$ cat config.mk
export PLATFORM = sky130hd
export DESIGN_NAME = uart_tx_fifo
export DESIGN_NICKNAME = d
export VERILOG_FILES = /design/src/rtl/uart_pkg.sv /design/src/rtl/uart_sync_fifo.sv /design/src/rtl/uart_tx_fifo.sv
export SDC_FILE = /design/constraint.sdc
export NUM_CORES = 1
export LEC_CHECK = 0
export BUFFER_PORTS_ARGS = -buffer_cell sky130_fd_sc_hd__buf_2
export CORE_ASPECT_RATIO = 1.4
export CORE_MARGIN = 3
export CORE_UTILIZATION = 44
export CTS_CLUSTER_DIAMETER = 80
export DETAILED_ROUTE_END_ITERATION = 10
export PLACE_DENSITY = 0.6
export REMOVE_ABC_BUFFERS = 1
export SYNTH_ARGS = -nofsm -noshare
export SYNTH_HDL_FRONTEND = slang
export SYNTH_SLANG_ARGS = --single-unit
$ cat constraint.sdc
create_clock -name clk -period 2.22 [get_ports clk]
set_input_delay 0.222 -clock clk [delete_from_list [all_inputs] [get_ports clk]]
set_output_delay 0.222 -clock clk [all_outputs]
set_load 0.005 [all_outputs]
$ cat src/rtl/uart_pkg.sv
// Shared definitions for the UART transmit path: sequencer state encoding and
// default data width / FIFO depth used by uart_sync_fifo and uart_tx_fifo.
package uart_pkg;

  localparam int UART_DATA_W     = 8;
  localparam int UART_FIFO_DEPTH = 16;

  typedef enum logic [1:0] {
    IDLE = 2'd0,
    SEND = 2'd1,
    GAP  = 2'd2
  } tx_state_e;

endpackage

$ cat src/rtl/uart_sync_fifo.sv
// Single-clock circular byte buffer with registered occupancy flags and a
// sticky overflow flag. Read data is the head entry, valid whenever !empty.
module uart_sync_fifo
  import uart_pkg::*;
#(
  parameter int DEPTH  = UART_FIFO_DEPTH,
  parameter int DATA_W = UART_DATA_W
) (
  input  logic                         clk,
  input  logic                         rst,
  input  logic                         wr_en,
  input  logic [DATA_W-1:0]            wr_data,
  input  logic                         rd_en,
  output logic [DATA_W-1:0]            rd_data,
  output logic                         full,
  output logic                         empty,
  output logic [$clog2(DEPTH+1)-1:0]   count,
  output logic                         overflow
);

  localparam int AW = $clog2(DEPTH);
  localparam int CW = $clog2(DEPTH + 1);
  localparam logic [CW-1:0] FULL_CNT = CW'(DEPTH);

  logic [DATA_W-1:0] mem_q [DEPTH];
  logic [AW-1:0]     wr_ptr_q, wr_ptr_d;
  logic [AW-1:0]     rd_ptr_q, rd_ptr_d;
  logic [CW-1:0]     count_q, count_d;
  logic              full_q, full_d;
  logic              empty_q, empty_d;
  logic              overflow_q, overflow_d;
  logic              wr_acc;
  logic              rd_acc;

  // Acceptance uses the registered flags, so a write while full is refused
  // even when a pop frees a slot in the same cycle.
  always_comb begin
    wr_acc     = wr_en && !full_q;
    rd_acc     = rd_en && !empty_q;
    wr_ptr_d   = wr_ptr_q;
    rd_ptr_d   = rd_ptr_q;
    count_d    = count_q;
    overflow_d = overflow_q;
    if (wr_acc) wr_ptr_d = wr_ptr_q + AW'(1);
    if (rd_acc) rd_ptr_d = rd_ptr_q + AW'(1);
    case ({wr_acc, rd_acc})
      2'b10:   count_d = count_q + CW'(1);
      2'b01:   count_d = count_q - CW'(1);
      default: count_d = count_q;
    endcase
    if (wr_en && full_q) overflow_d = 1'b1;
    full_d  = (count_d == FULL_CNT);
    empty_d = (count_d == '0);
  end

  always_ff @(posedge clk) begin
    if (wr_acc) mem_q[wr_ptr_q] <= wr_data;
  end

  always_ff @(posedge clk) begin
    if (rst) begin
      wr_ptr_q   <= '0;
      rd_ptr_q   <= '0;
      count_q    <= '0;
      full_q     <= 1'b0;
      empty_q    <= 1'b1;
      overflow_q <= 1'b0;
    end else begin
      wr_ptr_q   <= wr_ptr_d;
      rd_ptr_q   <= rd_ptr_d;
      count_q    <= count_d;
      full_q     <= full_d;
      empty_q    <= empty_d;
      overflow_q <= overflow_d;
    end
  end

  assign rd_data  = mem_q[rd_ptr_q];
  assign full     = full_q;
  assign empty    = empty_q;
  assign count    = count_q;
  assign overflow = overflow_q;

endmodule

$ cat src/rtl/uart_tx_fifo.sv
// Byte buffer plus one-frame-in-flight sequencer feeding the UART transmitter.
// Optional UART_TX_FIFO_STATS_EN adds sent_count and hwm (occupancy high-water mark).
//
// state | meaning
// IDLE  | no frame in flight; pops the head byte when the FIFO is not empty
// SEND  | tx_newd held with stable tx_data until a rising edge of tx_done
// GAP   | frame finished; waits for tx_done low so the transmitter sees newd=0
module uart_tx_fifo
  import uart_pkg::*;
#(
  parameter int DEPTH  = UART_FIFO_DEPTH,
  parameter int DATA_W = UART_DATA_W
) (
  input  logic                         clk,
  input  logic                         rst,
  input  logic                         wr_en,
  input  logic [DATA_W-1:0]            wr_data,
  output logic                         full,
  output logic                         empty,
  output logic [$clog2(DEPTH+1)-1:0]   count,
  output logic                         overflow,
  output logic                         tx_newd,
  output logic [DATA_W-1:0]            tx_data,
  input  logic                         tx_done,
  output logic                         busy
`ifdef UART_TX_FIFO_STATS_EN
  ,
  output logic [15:0]                  sent_count,
  output logic [$clog2(DEPTH+1)-1:0]   hwm
`endif
);

  tx_state_e         state_q, state_d;
  logic              tx_newd_q, tx_newd_d;
  logic [DATA_W-1:0] tx_data_q, tx_data_d;
  logic              busy_q, busy_d;
  logic              tx_done_q;
  logic              done_rise;
  logic              pop;
  logic [DATA_W-1:0] rd_data;

  uart_sync_fifo #(
    .DEPTH  (DEPTH),
    .DATA_W (DATA_W)
  ) u_fifo (
    .clk      (clk),
    .rst      (rst),
    .wr_en    (wr_en),
    .wr_data  (wr_data),
    .rd_en    (pop),
    .rd_data  (rd_data),
    .full     (full),
    .empty    (empty),
    .count    (count),
    .overflow (overflow)
  );

  // A tx_done level already high when SEND is entered is not an edge.
  assign done_rise = tx_done && !tx_done_q;

  always_comb begin
    state_d   = state_q;
    tx_newd_d = tx_newd_q;
    tx_data_d = tx_data_q;
    pop       = 1'b0;
    case (state_q)
      IDLE: begin
        if (!empty) begin
          pop       = 1'b1;
          tx_data_d = rd_data;
          tx_newd_d = 1'b1;
          state_d   = SEND;
        end else begin
          tx_newd_d = 1'b0;
        end
      end
      SEND: begin
        if (done_rise) begin
          tx_newd_d = 1'b0;
          state_d   = GAP;
        end
      end
      GAP: begin
        if (!tx_done) state_d = IDLE;
      end
      default: begin
        tx_newd_d = 1'b0;
        state_d   = IDLE;
      end
    endcase
    busy_d = (state_d != IDLE);
  end

  always_ff @(posedge clk) begin
    if (rst) begin
      state_q   <= IDLE;
      tx_newd_q <= 1'b0;
      tx_data_q <= '0;
      busy_q    <= 1'b0;
      tx_done_q <= 1'b0;
    end else begin
      state_q   <= state_d;
      tx_newd_q <= tx_newd_d;
      tx_data_q <= tx_data_d;
      busy_q    <= busy_d;
      tx_done_q <= tx_done;
    end
  end

  assign tx_newd = tx_newd_q;
  assign tx_data = tx_data_q;
  assign busy    = busy_q;

`ifdef UART_TX_FIFO_STATS_EN
  localparam int CW = $clog2(DEPTH + 1);

  logic [15:0]   sent_count_q, sent_count_d;
  logic [CW-1:0] hwm_q, hwm_d;

  always_comb begin
    sent_count_d = sent_count_q;
    if (state_q == SEND && done_rise && sent_count_q != 16'hFFFF)
      sent_count_d = sent_count_q + 16'd1;
    hwm_d = (count > hwm_q) ? count : hwm_q;
  end

  always_ff @(posedge clk) begin
    if (rst) begin
      sent_count_q <= '0;
      hwm_q        <= '0;
    end else begin
      sent_count_q <= sent_count_d;
      hwm_q        <= hwm_d;
    end
  end

  assign sent_count = sent_count_q;
  assign hwm        = hwm_q;
`endif

endmodule

# == Word level (Yosys, flattened, before mapping) ==
# Memories as Yosys holds them, arrays and structs flattened. A register that Yosys moved wholly into a read port is not among the register bits.
# Cells that the tools add are included.
# totals
register_bits,21
ramBits,128
input_bits,12
out_inout_bits,18
elab_cells,46
mem_count,1
# op_classes
n_addsub,4
eq_ne,6
mux,11
bitwise_logic,2
n_reduce_logical,12
# memory_table
name,depth,width,rd,rd_clocked_by_memory_dff,write_ports,line,text
u_fifo.mem_q,16,8,1,1,1,uart_sync_fifo.sv:25,logic [DATA_W-1:0] mem_q [DEPTH];
# ops
operator,n
$pmux 5 s2,1
$add 4x1->4 const B,2
$mux 2,3
$pmux 2 s3,1
$add 5x1->5 const B,1
$eq 5x5->1 const B,1
$logic_not 5->1,1
$mux 1,5
$sub 5x1->5 const B,1
$eq 2x1->1 const B,2
$eq 2x2->1 const B,2
$logic_and 1x1->1,4
$reduce_and 2->1,2
$logic_not 1->1,3
$pmux 1 s3,1
$logic_not 2->1,1
$ne 2x2->1 const B,1
$not 1->1,2
$reduce_bool 2->1,1

# == Depth between registers and ports, before layout ==
# Gate-level depths: netlist of the first run.
# depth
depth_word,6
ltp_mapped,10

# == By module ==
# From an unflattened synthesis of the first run, not the netlist that was laid out.
# hier_totals
cells_unflattened,361
area_unflattened_um2,6447.4
# modules_own_cells
mod,instances,cells_each,area_each_um2,seq_area_each_um2
uart_sync_fifo,1,306,5924.4,4244.1
uart_tx_fifo,1,55,523.0,260.2

# == Worst setup path before layout of the first run ==
# No wires, ideal clock.
# synth_timing
kind,flip-flop to flip-flop
startpoint,register state_q[1]
endpoint,register u_fifo.empty_q (netlist: u_fifo.empty)
setup_ps,96
t_arrival_ps,2315
required_ps,2124
setup_slack_ps,-191
path_stages_with_launch,10
n_path_buf,1
period_less_slack_ps,2411
path_cell_list,dfxtp_1 > or3_4 > clkinv_8 > ha_1 > buf_2 > or3_1 > nor4_2 > o31ai_1 > nor2b_1 > o41ai_2
# synth_between
elab_chain_len,6
word_cells_on_any_way,7
classes_between,eq/ne: 2; mux: 2; reduce/logical: 3
# synth_lines
element,line,text
from (decl),uart_tx_fifo.sv:33,"tx_state_e state_q, state_d;"
from (signal assigned),uart_tx_fifo.sv:102,state_q <= state_d;
$logic_not 2->1 (*),uart_tx_fifo.sv:66,case (state_q)
$mux 1 (*),uart_tx_fifo.sv:66,
$logic_and 1x1->1 (*),uart_sync_fifo.sv:39,rd_acc = rd_en && !empty_q;
$eq 2x1->1 or $eq 2x2->1 (tied branches),uart_sync_fifo.sv:46,"case ({wr_acc, rd_acc})"
$pmux 5 s2 (*),uart_sync_fifo.sv:46,
$logic_not 5->1 (*),uart_sync_fifo.sv:53,empty_d = (count_d == '0);
to (signal assigned),uart_sync_fifo.sv:73,empty_q <= empty_d;
to (decl),uart_sync_fifo.sv:30,"logic empty_q, empty_d;"
# Every way passes the cells marked *; elsewhere a longest branch is shown, timed or not.
# A chain may end at the register's enable or synchronous reset.

# == Final worst setup path of the first run ==
# layout_timing
startpoint,register state_q[0]
endpoint,register u_fifo.full_q (netlist: u_fifo.full)
# layout_between
elab_chain_len,6
word_cells_on_any_way,7
classes_between,eq/ne: 3; mux: 2; reduce/logical: 2
# layout_lines
element,line,text
$logic_not 2->1 (*),uart_tx_fifo.sv:66,
$mux 1 (*),uart_tx_fifo.sv:66,
$logic_and 1x1->1 (*),uart_sync_fifo.sv:39,
$eq 2x1->1 or $eq 2x2->1 (tied branches),uart_sync_fifo.sv:46,
$pmux 5 s2 (*),uart_sync_fifo.sv:46,
$eq 5x5->1 (*),uart_sync_fifo.sv:52,full_d = (count_d == FULL_CNT);
to (signal assigned),uart_sync_fifo.sv:72,full_q <= full_d;
to (decl),uart_sync_fifo.sv:29,"logic full_q, full_d;"
# Marks and branches as above.

==> results.json, run 1 <==
{
  "grtUsageMet1": 0.2129,
  "critical_path_required_ns": 2.55,
  "die_height_um": 147.4,
  "p_per_area_mw_per_mm2": 1141,
  "start_kind": "flop",
  "grt_pass1_vias": 3663,
  "area_growth_pct": 21.08,
  "hold_depth": 3,
  "worstSetupEndpointType": "flop",
  "cts_tree": "done",
  "min-delay-start": "wr_en",
  "fin_nets": 460,
  "h-tree-depth": 4,
  "synthCells": 371,
  "fin_ws_ns": -0.07721,
  "drtPass1Iterations": 4,
  "yosys.area.top_type": "edfxtp_1",
  "cts_made_buffers": 17,
  "busiest_layer": "met2",
  "insertion_delay_ns": 0.42,
  "clk_pin_slew_ns": 0.06,
  "use_met3": 0.03145,
  "globalplace.congestion": 0.8138,
  "maxCapViolCount": 0,
  "clkSinkCount": 157,
  "ant_nets": 0,
  "setup_viol": 2,
  "hold_class": "in2reg",
  "skew_ns": 0.007725,
  "final_core_util": 0.5445,
  "grt.overflow.total": 0,
  "grt_max_degree": 36,
  "drive_gt1_frac": 0.3502,
  "critPathMaxFanout": 4,
  "drv_slew": 0,
  "fmax_mhz": 435.3,
  "r2r_start": "state_q[0]",
  "worst_pin_slew_ns": 0.4908,
  "drt-total-wl_mm": 12.79,
  "synthTopCellsByCount": "edfxtp_1 (128), nor2_1 (36), mux4_2 (32)",
  "synth_flop_cell": "edfxtp_1",
  "nFillCells": 1118,
  "holdWs_ns": 0.05423,
  "hpwl_mm": 8.467,
  "setup_tns_ns": -0.1530,
  "clockBufferDepth": 2,
  "synth_top_area_frac": 0.6116,
  "synth_edf_count": 128,
  "start_util": 0.4497,
  "num_rows": 51,
  "root_buffer": "clkbuf_16",
  "cts_hold_buf": 0,
  "rr_worst_depth": 9,
  "period_share": 1.035,
  "path_class": "reg2reg",
  "routed_via_density": 5.427,
  "fin_crit_ns": 2.297,
  "async_flop_share": 0,
  "antenna_cells": 0,
  "synth_cell_types": 45,
  "met2_usage": 0.3011,
  "core_area_sq_mm": 0.01397,
  "ys_ff_latch": 157,
  "port-buffer-count": 29,
  "ios": 30,
  "p_leak_uw": 0.002617,
  "die_w_um": 107.0,
  "drcViolationCount": 0,
  "violations": "setup timing",
  "synth_most_common_cell": "edfxtp_1",
  "regToRegSetupSlack_ns": -0.08,
  "crit_arrival_ns": 2.63,
  "slew_headroom": 0.6703,
  "dieArea_sq_mm": 0.01577,
  "syn_avg_cell_area_sq_um": 16.94,
  "hold_viol_final": 0,
  "initialDrtViolationCount": 298,
  "rsz0062_at_grt": "yes",
  "startpoint": "state_q[0]",
  "synth_warnings": 0,
  "ys_seq_area_frac": 0.7040,
  "syn-cell-area_sq_mm": 0.006285,
  "status": "finished, violations left",
  "grt.total_usage": 0.1758,
  "antenna_found_initial": 0,
  "vdd_ir_drop_max_mv": 0.5864,
  "design_area_sq_mm": 0.007610,
  "netlist_top_cells_area": "edfxtp_1 (61%), mux4_2 (11%), dfxtp_1 (9.2%)",
  "via_count": 3468,
  "wl_per_cell_um": 20.01,
  "grt_pass1_wl_mm": 20.58,
  "dpl_cell_area_sq_mm": 0.006893
}
==> state kept, by name (all words and copies together) (netlist names), 2 cells and up <==
name	flops
u_fifo.count	5
state_q	2
u_fifo.wr_ptr_q	4
u_fifo.mem_q	128
tx_data	8
u_fifo.rd_ptr_q	4
==> metrics by stage <==
step,total power [uW],instances,setup WS [ns]
floorplan,4967,349,-0.5827
global placement,5699,601,-0.07195
global route,9119,639,-0.1977
detailed placement,5744,601,-0.1561
CTS,8634,638,-0.07688
finish,8685,639,-0.07721
==> placed cells by master, fill, tap and decap left out, types with 3 or more instances in the layout <==
cell type / n
inv_1: 5
xor2_1: 5
buf_4: 40
edfxtp_1: 128
clkbuf_16: 19
nor3_1: 6
mux4_2: 32
dfxtp_1: 27
inv_6: 4
ha_1: 5
nor2_1: 36
a21oi_1: 22
nor2b_1: 4
nand4_1: 3
clkbuf_1: 3
buf_12: 3
buf_2: 29
a22oi_1: 16
nand2_1: 10
xnor2_1: 3
nand2b_1: 5
==> repair_timing <==
item,CTS,global route
gates resized for setup,7,10
pin swaps,8,8
endpoints found under the setup margin,2,2
setup buffers,5,1
==> cell families (layout without fill, tap and decap cells) <==
family	Yosys count	count (layout)	share of synthesized area
multiplexers	34	34	0.1179
buffers and inverters	29	112	0.02090
adder cells (fa/ha/maj)	7	7	0.01394
AO/OA/AOI/OAI	54	54	0.05873
AND/OR/NAND/NOR	81	81	0.07207
flip-flops	157	157	0.7040
XOR/XNOR	9	9	0.01254
==> final cells by class <==
| type | instances | area [sq um] | share of cell area |
|---|---|---|---|
| sequential | 157 | 4427 | 0.5817 |
| multi-input combinational | 185 | 1826 | 0.2399 |
| timing repair buffer | 73 | 516.7 | 0.06791 |
| clock buffer | 23 | 500.5 | 0.06577 |
| tap | 185 | 231.5 | 0.03042 |
| clock inverter | 9 | 70.07 | 0.009207 |
| inverter | 7 | 38.79 | 0.005097 |
==> report_power, final <==
| part | total [uW] | leakage [uW] | switching, uW | internal, uW |
|---|---|---|---|---|
| combinational | 2390 | 0.000939 | 1160 | 1240 |
| sequential | 3540 | 0.00139 | 151 | 3390 |
| clock | 2750 | 0.000284 | 1140 | 1610 |
| total | 8680 | 0.00262 | 2450 | 6240 |
==> critical path, stage by stage (launching register included) <==
cell	delay, ns
dfxtp_2	0.32
or3_4	0.42
clkinv_8	0.08
ha_4	0.20
or3_4	0.35
nor4_4	0.26
buf_4	0.18
nor4_4	0.05
nor3b_2	0.16
nor4b_2	0.19
==> per-layer routing <==
layer,up-vias,part of all wire
met5,-,0
met4,0,0.029
met3,24,0.028
met2,80,0.54
met1,1766,0.40
li1,1598,-
==> final timing paths <==
check,to
min,u_fifo.overflow
max reg2reg,u_fifo.full
min reg2reg,u_fifo.overflow
max,u_fifo.full
Power figures use the tool's default switching activity.
==> inputs of run 2 (changes only) <==
--- a/config.mk
+++ b/config.mk
@@ -15,4 +15,5 @@
 export REMOVE_ABC_BUFFERS = 1
 export SYNTH_ARGS = -nofsm -noshare
 export SYNTH_HDL_FRONTEND = slang
+export SYNTH_HIERARCHICAL = 1
 export SYNTH_SLANG_ARGS = --single-unit
==> run 2 against run 1 <==
Net effect:
- the run still ends with setup timing left
- global-route usage fell by 1.8 points
- die area rose by 2.5%
- count of clock-buffer cells in the layout fell by 5
- combinational power fell by 41%
- final cell count fell by 2.7%
- clock skew barely moved
- synthesized area rose by 2.6%
- routed wire length fell by 7.2%
- flip-flop and latch count rose by 4
- core utilization rose by 0.20 points
==> results.json, run 2 <==
{
  "area_growth_pct": 19.54,
  "synth_top_area_frac": 0.5962,
  "globalplace.congestion": 0.7966,
  "ios": 30,
  "rr_worst_depth": 11,
  "synthCells": 361,
  "seqPwrFrac": 0.457,
  "violations": "setup timing",
  "holdWs_ns": 0.06810,
  "worst_pin_slew_ns": 0.6659,
  "ys_seq_area_frac": 0.6986,
  "placed_cells": 588,
  "critical_path_required_ns": 2.57,
  "ant_nets": 0,
  "regToRegSetupSlack_ns": -0.19,
  "via_count": 3335,
  "synth_edf_count": 128,
  "largest_reg_flops": 128,
  "synthTopCellsByCount": "edfxtp_1 (128), dfxtp_1 (33), nor2_1 (29)",
  "holdPathEnd": "u_fifo/overflow",
  "fin_ws_ns": -0.1897,
  "mostFrequentLayoutCells": "edfxtp_1 (128), buf_4 (31), dfxtp_1 (30), buf_2 (29), nor2_1 (29)",
  "final_core_util": 0.5465,
  "clockBufferDepth": 2,
  "r2r_end": "u_fifo/full",
  "synth_warnings": 6,
  "fin_crit_ns": 2.410,
  "hold_viol_final": 0,
  "hpwl_mm": 8.106,
  "start_util": 0.4572,
  "pwr-share-clk": 0.360,
  "multiInputGateArea_sq_mm": 0.001908,
  "r2r_start": "state_q[0]",
  "drt-total-wl_mm": 11.86,
  "root_buffer": "clkbuf_16",
  "die_height_um": 149.2,
  "path_class": "reg2reg",
  "maxCapViolCount": 0,
  "start_kind": "flop",
  "synth_most_common_cell": "edfxtp_1",
  "drive_gt1_frac": 0.3570,
  "cts_made_buffers": 17,
  "h-tree-depth": 4,
  "clkSinkCount": 161,
  "initialDrtViolationCount": 283,
  "drtPass1Iterations": 4,
  "vdd_ir_drop_max_mv": 0.5078,
  "synth_cell_types": 49,
  "cts_hold_buf": 0,
  "regArea_sq_mm": 0.004508,
  "ys_ff_latch": 161,
  "rsz0062_at_grt": "yes",
  "internal_power_uw": 5721,
  "core_area_sq_mm": 0.01410,
  "skew_ns": 0.007674,
  "worstSetupEndpointType": "flop",
  "combinationalPowerShare": 0.183,
  "antenna_cells": 0,
  "min-delay-start": "wr_en",
  "syn_avg_cell_area_sq_um": 17.86,
  "grt_pass1_wl_mm": 18.94,
  "netlist_top_cells_area": "edfxtp_1 (60%), dfxtp_1 (10%), mux4_2 (9.1%)",
  "regMostFlops": "u_fifo/mem_q",
  "insertion_delay_ns": 0.41,
  "num_rows": 51,
  "hold_depth": 3,
  "grt.overflow.total": 0,
  "clk_pin_slew_ns": 0.06,
  "wl_per_cell_um": 19.07,
  "yosys.area.top_type": "edfxtp_1",
  "syn-cell-area_sq_mm": 0.006447,
  "nFillCells": 1118,
  "setup_viol": 3,
  "die_w_um": 108.3,
  "grt.total_usage": 0.1580,
  "crit_arrival_ns": 2.76,
  "fmax_mhz": 415.0,
  "synth_flop_cell": "edfxtp_1",
  "switchingPower_uw": 2005,
  "fin_cells": 622,
  "hold_class": "in2reg",
  "p_leak_uw": 0.002610,
  "p_per_area_mw_per_mm2": 1002,
  "routed_via_density": 5.362,
  "cts_tree": "done",
  "setup_tns_ns": -0.3801,
  "drv_slew": 0,
  "period_share": 1.085,
  "critPathMaxFanout": 2,
  "swShare": 0.2595,
  "drcViolationCount": 0,
  "grt_pass1_vias": 3481,
  "antenna_found_initial": 0,
  "async_flop_share": 0,
  "final_common_cell": "edfxtp_1",
  "slew_headroom": 0.5561,
  "grt_max_degree": 33,
  "dieArea_sq_mm": 0.01616,
  "port-buffer-count": 29,
  "status": "finished, violations left",
  "fin_nets": 443
}
## run 2: worst max-delay path, cell delays in order, from the launching register on
cell and delay [ns]:
dfxtp_2 0.32, or3_4 0.42, clkinv_8 0.06, nand2b_4 0.06, clkinv_4 0.06, nand2_4 0.06, xnor2_4 0.16, ha_4 0.23
nor3b_4 0.17, or3b_4 0.40, a22oi_2 0.21, and4bb_1 0.20
## run 2: power groups by stage
| stage | clock network [uW] | logic, uW | registers (uW) |
|---|---|---|---|
| finish | 2780 | 1410 | 3530 |
| floorplan | 0 | 690 | 3640 |
| global placement | 0 | 1210 | 3570 |
| CTS | 2850 | 1330 | 3520 |
| global route | 2970 | 1540 | 3550 |
| detailed placement | 0 | 1250 | 3580 |
## run 2: what timing repair did
action / in CTS / in global routing
pin swaps: 10 / 6
setup endpoints to repair: 5 / 5
gates resized for setup: 17 / 14
cloned: 0 / 0
setup buffers: 2 / 0
## run 2: cell families (layout without fill, tap and decap cells)
| group | count (synthesis) | count (layout) | share of synthesized area |
|---|---|---|---|
| DFF | 161 | 161 | 0.6986 |
| and+or+nand+nor | 82 | 82 | 0.06074 |
| muxes | 41 | 41 | 0.1494 |
| AOI/OAI and AO/OA | 31 | 31 | 0.03455 |
| buffers and inverters | 28 | 104 | 0.02814 |
| xor gates and xnor gates | 11 | 11 | 0.01494 |
| adders and majority gates | 7 | 7 | 0.01358 |
## run 2: layout make-up
cell class	instances	share of cell area
Clock buffer	18	0.05568
Clock inverter	14	0.01948
Inverter	9	0.006656
Multi-Input combinational cell	172	0.2476
Sequential cell	161	0.5849
Tap cell	185	0.03003
Timing Repair Buffer	63	0.05568
## run 2: worst max path at each step
stage | startpoint | end | slack (ns) | cells after the start
6_report | state_q[0] | u_fifo/full | -0.19 | 11
2_1_floorplan | flop | tx_data[4] | -0.44 | 4
4_1_cts | u_fifo/empty | u_fifo/full | -0.26 | 11
3_5_place_dp | state_q[0] | u_fifo/full | -0.42 | 11
5_1_grt | state_q[0] | u_fifo/full | -0.27 | 12
3_3_place_gp | state_q[0] | u_fifo/full | -0.28 | 11
## run 2: metal layers
layer | vias to the layer above | GRT usage | wire length, um
met1 | 1715 | 0.1926 | 4868
met3 | 16 | 0.03162 | 407
li1 | 1539 | - | -
met5 | - | 0 | 0
met4 | 0 | 0.06001 | 207
met2 | 65 | 0.2758 | 6377
## run 2: through the flow
step	setup WS, ns	instance area (sq um)	power, uW
after floorplan	-0.4400	6312	4326
after global placement	-0.2772	6955	4775
after detailed placement	-0.4237	6955	4825
after CTS	-0.2581	7622	7700
after global routing	-0.2683	7707	8049
final	-0.1897	7707	7726
==> inputs of run 3 (changes only) <==
--- a/config.mk
+++ b/config.mk
@@ -13,6 +13,7 @@
 export DETAILED_ROUTE_END_ITERATION = 10
 export PLACE_DENSITY = 0.6
 export REMOVE_ABC_BUFFERS = 1
+export SETUP_SLACK_MARGIN = 0.1
 export SYNTH_ARGS = -nofsm -noshare
 export SYNTH_HDL_FRONTEND = slang
 export SYNTH_HIERARCHICAL = 1
==> run 3 against run 2 <==
Net effect:
- the run still ends with setup timing left
- largest cell class unchanged
- highest routed layer unchanged
- combinational power up 4%
- critical endpoint unchanged
- via count up 0.36%
- clock power about the same
==> results.json, run 3 (synthesis results as in run 2) <==
{
  "antenna_found_initial": 0,
  "violations": "setup timing",
  "cts_hold_buf": 0,
  "fin_total_pwr_uw": 7784,
  "port-buffer-count": 29,
  "start_kind": "flop",
  "crit_arrival_ns": 2.79,
  "grt.overflow.total": 0,
  "routed_via_density": 5.372,
  "worstSetupEndpointType": "flop",
  "p_per_area_mw_per_mm2": 1005,
  "fin_crit_ns": 2.438,
  "vdd_ir_drop_max_mv": 0.4846,
  "clockBufferDepth": 2,
  "mostFrequentLayoutCells": "edfxtp_1 (128), dfxtp_1 (30), buf_4 (30), buf_2 (29), nor2_1 (29)",
  "hold_class": "in2reg",
  "start_util": 0.4572,
  "path_class": "reg2reg",
  "fmax_mhz": 410.2,
  "fin_nets": 444,
  "p_leak_uw": 0.002638,
  "placed_cells": 588,
  "via_count": 3347,
  "drv_slew": 0,
  "fin_cells": 623,
  "h-tree-depth": 4,
  "antenna_cells": 0,
  "fin_ws_ns": -0.2179,
  "grt_max_degree": 33,
  "clk_pin_slew_ns": 0.06,
  "dieArea_sq_mm": 0.01616,
  "num_rows": 51,
  "insertion_delay_ns": 0.41,
  "grt_pass1_vias": 3492,
  "hold_viol_final": 0,
  "cts_made_buffers": 17,
  "rsz0062_at_grt": "yes",
  "drt-total-wl_mm": 12.16,
  "holdWs_ns": 0.06637,
  "die_height_um": 149.2,
  "wl_per_cell_um": 19.52,
  "root_buffer": "clkbuf_16",
  "initialDrtViolationCount": 258,
  "period_share": 1.098,
  "maxCapViolCount": 0,
  "crit_slowest_cell": "or3_4",
  "regMostFlops": "u_fifo/mem_q",
  "status": "finished, violations left",
  "path_delay_family": "simple AND/OR/NAND/NOR gates",
  "largest_reg_flops": 128,
  "drive_gt1_frac": 0.3584,
  "ant_nets": 0,
  "drcViolationCount": 0,
  "skew_ns": 0.005391,
  "critPathMaxFanout": 2,
  "worst_path_largest_cell_delay_ns": 0.42,
  "worst_pin_slew_ns": 0.6635,
  "setup_viol": 3,
  "globalplace.congestion": 0.7966,
  "ios": 30,
  "grt_pass1_wl_mm": 19.04,
  "critical_path_required_ns": 2.57,
  "clkSinkCount": 161,
  "path_buf_inv": 2,
  "final_common_cell": "edfxtp_1",
  "slew_headroom": 0.5577,
  "drtPass1Iterations": 6,
  "hpwl_mm": 8.106,
  "die_w_um": 108.3,
  "cts_tree": "done",
  "grt.total_usage": 0.1590,
  "area_growth_pct": 20.10,
  "core_area_sq_mm": 0.01410,
  "worstPathCellList": "or3_4 -> clkinv_8 -> nand2b_4 -> clkinv_4 -> nand2_4 -> xnor2_4 -> ha_4 -> nor3b_4 -> or3b_4 -> a22oi_2 -> and4bb_1",
  "setup_tns_ns": -0.4387
}
==> run 3: cell types whose count changed in the layout (fill, tap and decap cells not counted), sizes merged <==
cell | before | now
clkbuf | 18 | 19
==> run 3: where the power goes <==
part | internal, uW | leakage [uW] | switching (uW)
logic | 755 | 0.000933 | 706
registers | 3410 | 0.00143 | 127
clock network | 1580 | 0.000278 | 1200
total | 5750 | 0.00264 | 2030
==> run 3: cell type report <==
type / count / area (sq um)
fillers: 1119 / 6359
flip-flops and latches: 161 / 4511
multi-input cells: 172 / 1913
repair buffers: 64 / 457.9
clock buffers: 18 / 429.2
well taps: 185 / 231.5
clock inverters: 14 / 150.1
inverters: 9 / 51.30
==> run 3: metrics by stage <==
stage / util / cell area (sq um) / setup WS, ns
after floorplan: - / 6312 / -0.4400
after global placement: 0.4932 / 6955 / -0.2772
after detailed placement: 0.4932 / 6955 / -0.4237
after CTS: 0.5417 / 7640 / -0.2581
after global routing: 0.5491 / 7744 / -0.2949
final: 0.5491 / 7744 / -0.2179
==> run 3: final timing paths <==
path              start         endpoint  slack (ns)  depth (start not counted)
min               wr_en  u_fifo/overflow        0.07                          3
max          state_q[0]      u_fifo/full       -0.22                         11
max reg2reg  state_q[0]      u_fifo/full       -0.22                         11
min reg2reg  tx_data[2]       tx_data[2]        0.47                          2
==> run 3: worst min-delay path: cells and delay by family <==
family	cells	cell delay [ns]
AO/OA/AOI/OAI	1	0.05
buffers and inverters	1	0.08
AND/OR/NAND/NOR	1	0.08
==> run 3: metal layers <==
layer  up-vias  wire length [um]  global-route usage
li1       1541                 -                   -
met1      1720              5055              0.1941
met2        67              6528              0.2783
met3        19               340             0.03378
met4         0               233             0.05559
met5         -                 0                   0
==> run 3: repair_timing <==
action                     in CTS  in global routing
gates cloned                    0                  1
pin swaps                      10                  8
setup buffers                   2                  0
resized for setup              21                 13
setup endpoints to repair       5                  8
